<file path="config.mk">
export PLATFORM = sky130hd
export DESIGN_NAME = trinity_v5_miner
export DESIGN_NICKNAME = d
export VERILOG_FILES = /design/src/rtl/trinity_v5_miner.sv
export SDC_FILE = /design/constraint.sdc
export NUM_CORES = 2
export LEC_CHECK = 0
export CAP_MARGIN = 20
export CORE_AREA = 2 2 336 338
export DETAILED_ROUTE_END_ITERATION = 8
export DIE_AREA = 0 0 338 340
export DONT_BUFFER_PORTS = 1
export PLACE_DENSITY = 0.87
export SETUP_SLACK_MARGIN = 0.3
export SYNTH_ARGS = -nofsm -noshare
export SYNTH_HDL_FRONTEND = slang
export SYNTH_SLANG_ARGS = --single-unit
</file>
<file path="constraint.sdc">
create_clock -name clk -period 15.15 [get_ports clk]
set_input_delay 3.03 -clock clk [delete_from_list [all_inputs] [get_ports clk]]
set_output_delay 3.03 -clock clk [all_outputs]
set_load 0.02 [all_outputs]
</file>
<file path="src/rtl/trinity_v5_miner.sv">
// trinity_v5_miner: multi-lane nonce search engine.
//
// A run sweeps nonces 0..nonce_limit, LANES per cycle, through a three-stage
// pipeline: issue (stage 0), hash (stage 1), and hit/accumulate (stage 2).
// Every hit adds REWARD to a saturating yield counter. The lowest-index hit of
// each issue group is queued in a small found-nonce FIFO.
//
// Ports
//   clk, rst            clock (rising edge), asynchronous active-high reset
//   start               begin a run; only looked at while idle
//   header, target      block header word and difficulty target, latched at start
//   nonce_limit         last nonce tested (inclusive), latched at start
//   busy / done         high while running or draining / one-cycle end pulse
//   found_valid/ready/nonce  valid-ready read port of the found-nonce FIFO
//   mining_yield        accumulated reward (saturating, persists across runs)
//   overflow            sticky: a hit was dropped because the FIFO was full

// Per-lane hash pipeline: stage 0 holds the issued nonce, and stage 1 holds its hash.
// The hit is evaluated combinationally from stage 1 and consumed by the top level
// on the following (stage-2) edge.
module trinity_v5_lane #(
    parameter int NONCE_W = 32
) (
    input  logic               clk,
    input  logic               rst,
    input  logic               issue_vld,
    input  logic [NONCE_W-1:0] issue_nonce,
    input  logic [31:0]        header,
    input  logic [31:0]        target,
    output logic               hit,
    output logic [NONCE_W-1:0] nonce
);
    logic [1:0]         vld_pipe;
    logic [NONCE_W-1:0] nonce0, nonce1;
    logic [31:0]        hash1, h_mul, hash_d;

    always_comb begin
        h_mul  = (header ^ 32'(nonce0)) * 32'h9E37_79B9;
        hash_d = h_mul ^ (h_mul >> 15);
    end

    always_ff @(posedge clk or posedge rst) begin
        if (rst) begin
            vld_pipe <= '0;
            nonce0   <= '0;
            nonce1   <= '0;
            hash1    <= '0;
        end else begin
            vld_pipe <= {vld_pipe[0], issue_vld};
            nonce0   <= issue_nonce;
            nonce1   <= nonce0;
            hash1    <= hash_d;
        end
    end

    assign hit   = vld_pipe[1] && (hash1 <= target);
    assign nonce = nonce1;
endmodule

module trinity_v5_miner #(
    parameter int          LANES      = 4,
    parameter int          NONCE_W    = 32,
    parameter int          YIELD_W    = 32,
    parameter int          FIFO_DEPTH = 4,
    parameter int unsigned REWARD     = 1
) (
    input  logic               clk,
    input  logic               rst,
    input  logic               start,
    input  logic [31:0]        header,
    input  logic [31:0]        target,
    input  logic [NONCE_W-1:0] nonce_limit,
    output logic               busy,
    output logic               done,
    output logic               found_valid,
    input  logic               found_ready,
    output logic [NONCE_W-1:0] found_nonce,
    output logic [YIELD_W-1:0] mining_yield,
    output logic               overflow
);
    localparam int CNT_W = $clog2(LANES + 1);
    localparam int AW    = (FIFO_DEPTH > 1) ? $clog2(FIFO_DEPTH) : 1;
    // Wide enough that REWARD * LANES added to a full counter cannot wrap.
    localparam int SUM_W = YIELD_W + 40;

    typedef enum logic [1:0] {IDLE, RUN, DRAIN, DONE} state_t;

    state_t             state;
    logic [NONCE_W-1:0] base, lim_q;
    logic [31:0]        hdr_q, tgt_q;
    logic               drain_cnt;
    logic               last_issue;

    logic [LANES-1:0]              issue_vld, hit;
    logic [LANES-1:0][NONCE_W-1:0] issue_nonce, hit_nonce;

    // Compare in NONCE_W+1 bits so that a limit near the top of the range
    // cannot wrap base+LANES back below the limit.
    assign last_issue = ({1'b0, base} + (NONCE_W+1)'(LANES)) > {1'b0, lim_q};

    // ---------------- lanes ----------------
    for (genvar i = 0; i < LANES; i++) begin : g_lane
        assign issue_nonce[i] = base + NONCE_W'(i);
        assign issue_vld[i]   = (state == RUN) &&
                                (({1'b0, base} + (NONCE_W+1)'(i)) <= {1'b0, lim_q});

        trinity_v5_lane #(.NONCE_W(NONCE_W)) u_lane (
            .clk         (clk),
            .rst         (rst),
            .issue_vld   (issue_vld[i]),
            .issue_nonce (issue_nonce[i]),
            .header      (hdr_q),
            .target      (tgt_q),
            .hit         (hit[i]),
            .nonce       (hit_nonce[i])
        );
    end

    // ---------------- control FSM ----------------
    always_ff @(posedge clk or posedge rst) begin
        if (rst) begin
            state     <= IDLE;
            base      <= '0;
            lim_q     <= '0;
            hdr_q     <= '0;
            tgt_q     <= '0;
            drain_cnt <= 1'b0;
            busy      <= 1'b0;
            done      <= 1'b0;
        end else begin
            case (state)
                IDLE: begin
                    done <= 1'b0;
                    if (start) begin
                        state <= RUN;
                        base  <= '0;
                        hdr_q <= header;
                        tgt_q <= target;
                        lim_q <= nonce_limit;
                        busy  <= 1'b1;
                    end
                end
                RUN: begin
                    base <= base + NONCE_W'(LANES);
                    if (last_issue) begin
                        state     <= DRAIN;
                        drain_cnt <= 1'b0;
                    end
                end
                // Two edges: just long enough to retire the final issue group.
                DRAIN: begin
                    drain_cnt <= 1'b1;
                    if (drain_cnt) begin
                        state <= DONE;
                        busy  <= 1'b0;
                        done  <= 1'b1;
                    end
                end
                DONE: begin
                    state <= IDLE;
                    done  <= 1'b0;
                end
                default: state <= IDLE;
            endcase
        end
    end

    // ---------------- stage 2: hit reduction ----------------
    logic [CNT_W-1:0]   hit_cnt;
    logic [NONCE_W-1:0] first_nonce;
    logic               any_hit;

    // Scan from the top down so the lowest hitting lane is the last to be written.
    always_comb begin
        hit_cnt     = '0;
        any_hit     = 1'b0;
        first_nonce = '0;
        for (int i = LANES - 1; i >= 0; i--) begin
            if (hit[i]) begin
                hit_cnt     = hit_cnt + CNT_W'(1);
                any_hit     = 1'b1;
                first_nonce = hit_nonce[i];
            end
        end
    end

    logic [SUM_W-1:0] yield_sum;
    assign yield_sum = SUM_W'(mining_yield) + SUM_W'(REWARD) * SUM_W'(hit_cnt);

    // ---------------- found-nonce FIFO ----------------
    logic [NONCE_W-1:0] mem [FIFO_DEPTH];
    logic [AW-1:0]      wr_ptr, rd_ptr;
    logic [AW:0]        fcnt;
    logic               full, pop, push_ok;

    assign full        = (fcnt == (AW+1)'(FIFO_DEPTH));
    assign found_valid = (fcnt != '0);
    assign pop         = found_valid & found_ready;
    // A simultaneous pop frees a slot before the push lands.
    assign push_ok     = any_hit & (~full | pop);
    assign found_nonce = found_valid ? mem[rd_ptr] : '0;

    function automatic logic [AW-1:0] ptr_inc(input logic [AW-1:0] p);
        return (p == AW'(FIFO_DEPTH - 1)) ? '0 : p + AW'(1);
    endfunction

    always_ff @(posedge clk) begin
        if (push_ok) mem[wr_ptr] <= first_nonce;
    end

    always_ff @(posedge clk or posedge rst) begin
        if (rst) begin
            wr_ptr       <= '0;
            rd_ptr       <= '0;
            fcnt         <= '0;
            overflow     <= 1'b0;
            mining_yield <= '0;
        end else begin
            if (push_ok) wr_ptr <= ptr_inc(wr_ptr);
            if (pop)     rd_ptr <= ptr_inc(rd_ptr);
            case ({push_ok, pop})
                2'b10:   fcnt <= fcnt + (AW+1)'(1);
                2'b01:   fcnt <= fcnt - (AW+1)'(1);
                default: fcnt <= fcnt;
            endcase
            if (any_hit && full && !pop) overflow <= 1'b1;
            if (any_hit) begin
                if (yield_sum > SUM_W'({YIELD_W{1'b1}}))
                    mining_yield <= '1;
                else
                    mining_yield <= yield_sum[YIELD_W-1:0];
            end
        end
    end
endmodule

</file>
==> flow_summary.toml <==
[die]
fp-row-count = 123
die_w_um = 338
design.core.area_um2 = 111600
initial_core_util = 0.5956
io_pins = 168
die_ar_um2 = 114900
die_y_um = 340

[global_route]
grt_antenna_before_repair = 22
grt_start_max_net_pins = 194
grt_first_pass_wirelength_um = 296800
gr-total-overflow = 0
via_count_of_the_first_global_routing_pass = 47223
grt_usage = 0.3526

[cts]
clk_pin_slew_ns = 0.07
cts-root-to-sink-buffers = 3
numClockSinks = 601
postCtsResizedCells = 0
cts_inserted_buffers = 61
worstSkewPairLatency_ns = 0.71
cts_tree = "built"
cts.hold.buffers_added = 0
cts_root_buffer = "clkbuf_16"
post_cts_buffers = 0
htree_num_levels = 2

[synth]
synth_compound_area_frac = 0.06385
ys_ff_latch = 601
synth_adder_area_share = 0.4680
post_synth_and_or_nand_nor_area_fraction = 0.05291
synth_area_um2 = 66450
synthesis.instances = 6034
synth_xor_area_frac = 0.05534
combinational_family_with_the_most_area_after_synthesis = "adder cells"
synth-async-reset-ratio = 0.7870
post-synth-top-area-fraction = 0.2754
netlist.top_cell.by_area = "fa_1"
ys_seq_area_frac = 0.2360
synth_fp_nets = 8071
synth-edff-count = 128
yosys_warnings = 0
synth_top_cells_by_area = "fa_1, ha_1, dfrtp_1"
synthFlopType = "dfrtp_1"
post_synth_mux_area_share = 0.03069
post_synth.cell_area_avg_um2 = 11.01
number_of_different_library_cells_in_the_post_synthesis_netlist = 92

[placement]
dp.final_hpwl_um = 162900
placement.io_buffers = 0
place_congestion = 1.029

[timing]
rsz_0062_raised_after_global_routing = "false"
setup_total_negative_slack_ns = 0
final_min_period_over_clock_period = 0.5834
slew_headroom = 0.2194
slew_of_the_pin_with_the_lowest_slew_margin_ns = 1.170
setup_viol_count_final = 0
timing_hold_violations_final = 0
timing.final.crit_period_ns = 8.838
final_max_slew_viol_count = 0
timing.clock.skew_ns = 0.05537
max_freq_mhz = 113.1

[detailed_routing]
vias = 44193
post_drt_wl_per_cell_um = 25.75
totalWireLength_um = 195900
drt-initial-drc-count = 4069
drc = 0
drt.antenna.violating_nets = 0
detail_route.vias_per_cell = 5.809
drt_pass1_iterations = 6

[worst_hold_path]
min_path_type = "reg -> reg"
min_delay_path_depth = 0

[setup_path]
worstPathMaxFanout = 10
regToRegSetupSlack_ns = 6.31
critical_path.reg2reg.endpoint = "g_lane[2].u_lane.hash1[15]$_DFF_PP0_"
worstPathCellList = "xnor2_1 -> inv_1 -> ha_1 -> ha_1 -> fa_1 -> inv_1 -> fa_1 -> inv_1 -> fa_1 -> ha_1 -> fa_1 -> inv_1 -> fa_1 -> inv_1 -> ha_1 -> a21o_1 -> a21o_1 -> a2111oi_0 -> or3b_1 -> a311oi_2 -> o211ai_1 -> and3_1 -> xor2_1 -> xor2_1"
origin_of_the_worst_setup_path = "hdr_q[12]$_DFFE_PP0P_"
crit-reg2reg-launch = "hdr_q[12]$_DFFE_PP0P_"
worst_path_largest_cell_delay_ns = 0.78
crit_path_end = "g_lane[2].u_lane.hash1[15]$_DFF_PP0_"
timing.reg2reg.worst_path_depth = 24
start_kind = "register"
setup.worst_path.class = "reg -> reg"
path_depth = 24
end_kind = "register"
critical-path-top-delay-family = "adder cells"
slowest_stage = "xnor2_1"
cp.arrival_ns = 9.37
worstPathBufferInverterCount = 5
cp_data_required_time_ns = 15.68

[final_layout]
layout-drive-gt1-share = 0.06218
layout.nets = 8082
layout.core_utilization = 0.6343
syn2layout_area_growth_pct = 6.502

[job]
cap_violations = 0

[run_status]
run_status = "finished clean"
## layout make-up
type | count | area (µm²)
fillers | 8540 | 40810
clock inverters | 33 | 475.5
multi-input cells | 3792 | 44740
well taps | 1500 | 1877
diodes | 13 | 32.53
flip-flops and latches | 601 | 15680
inverters | 1512 | 5679
repair buffers | 77 | 618.1
clock buffers | 80 | 1668
## Yosys cell counts (all sizes together) (69+ instances only)
master  count
edfxtp    128
mux2      110
inv      1512
dfrtp     473
ha       1023
nor2      141
xnor2     259
clkbuf    108
a21oi     142
fa        914
a21o      113
nor3       69
o21ai     132
xor2      148
nand2     128
## cell families after synthesis
family                   count (synthesis)
adder cells (fa/ha/maj)               1937
buffers and inverters                 1641
AND/OR/NAND/NOR                        656
AO/OA/AOI/OAI                          636
flip-flops                             601
XOR/XNOR                               412
multiplexers                           150
other                                    1
## through the flow
| step | hold slack [ns] | setup WS [ns] | cell area [µm²] | std cells |
|---|---|---|---|---|
| 6_report | 0.3733 | 6.312 | 70770 | 7608 |
| 5_1_grt | 0.3736 | 6.001 | 70770 | 7607 |
| 4_1_cts | 0.3586 | 6.339 | 70700 | 7593 |
| 3_5_place_dp | 0.3773 | 6.459 | 68560 | 7480 |
| 3_3_place_gp | 0.3745 | 5.967 | 68530 | 7478 |
| 2_1_floorplan | 0.3312 | 5.713 | 66450 | 6034 |
## layer usage
| metal | track usage | share of wire | wire [µm] |
|---|---|---|---|
| met4 | 0.1729 | 0.060 | 11810 |
| met5 | 0 | 0.00044 | 87 |
| met3 | 0.08449 | 0.092 | 18030 |
| met2 | 0.5381 | 0.45 | 87730 |
| met1 | 0.4746 | 0.40 | 78260 |
## cells in the final DEF (no fill, tap or decap), types with 10 or more instances in the layout
| cell | count |
|---|---|
| nand3_1 | 64 |
| a21oi_1 | 139 |
| diode_2 | 13 |
| xnor2_1 | 256 |
| a211oi_1 | 25 |
| nand2_1 | 127 |
| o31ai_1 | 23 |
| clkbuf_1 | 12 |
| clkinv_2 | 13 |
| inv_1 | 1510 |
| o21ai_0 | 125 |
| nand4_1 | 53 |
| a2111oi_0 | 13 |
| buf_4 | 72 |
| and2_1 | 47 |
| a22o_1 | 12 |
| a21o_1 | 113 |
| mux4_2 | 32 |
| a31oi_1 | 25 |
| o21a_1 | 37 |
| nand2b_1 | 19 |
| o22ai_1 | 10 |
| and4_1 | 17 |
| fa_1 | 914 |
| and3_1 | 34 |
| edfxtp_1 | 128 |
| clkbuf_16 | 61 |
| dfrtp_1 | 472 |
| ha_1 | 1023 |
| nor3_1 | 52 |
| xor2_1 | 136 |
| mux2_2 | 104 |
| nor3_2 | 17 |
| nor2_1 | 140 |
| nor2b_1 | 33 |
## worst min-delay path by stage
stage,from,endpoint,slack [ns]
floorplan,g_lane[0].u_lane.vld_pipe[0]$_DFF_PP0_,g_lane[0].u_lane.vld_pipe[1]$_DFF_PP0_,0.33
global placement,g_lane[2].u_lane.nonce0[27]$_DFF_PP0_,g_lane[2].u_lane.nonce[27]$_DFF_PP0_,0.37
detailed placement,g_lane[3].u_lane.nonce0[29]$_DFF_PP0_,g_lane[3].u_lane.nonce[29]$_DFF_PP0_,0.38
CTS,g_lane[3].u_lane.nonce0[6]$_DFF_PP0_,g_lane[2].u_lane.nonce[6]$_DFF_PP0_,0.36
global route,g_lane[3].u_lane.nonce0[6]$_DFF_PP0_,g_lane[2].u_lane.nonce[6]$_DFF_PP0_,0.37
finish,g_lane[3].u_lane.nonce0[6]$_DFF_PP0_,g_lane[2].u_lane.nonce[6]$_DFF_PP0_,0.37
## worst register-to-register path: stages (launching register included)
cell	delay [ns]
dfrtp_1	0.44
xnor2_1	0.78
inv_1	0.62
ha_1	0.63
ha_1	0.32
fa_1	0.52
inv_1	0.06
fa_1	0.56
inv_1	0.06
fa_1	0.46
ha_1	0.33
fa_1	0.54
inv_1	0.06
fa_1	0.53
inv_1	0.04
ha_1	0.36
a21o_1	0.18
a21o_1	0.18
a2111oi_0	0.47
or3b_1	0.45
a311oi_2	0.43
o211ai_1	0.14
and3_1	0.20
xor2_1	0.16
xor2_1	0.16
## sequential cells by signal (all words and copies together), names as in the netlist, 8 cells and up
signal / count
lim_q: 32
mining_yield: 32
g_lane.u_lane.nonce: 83
base: 30
g_lane.u_lane.nonce0: 83
g_lane.u_lane.vld_pipe: 8
tgt_q: 32
mem: 128
g_lane.u_lane.hash1: 128
hdr_q: 32
Power is not shown: default switching activity piles up to over one toggle a cycle in this logic, so the estimate is an artifact.
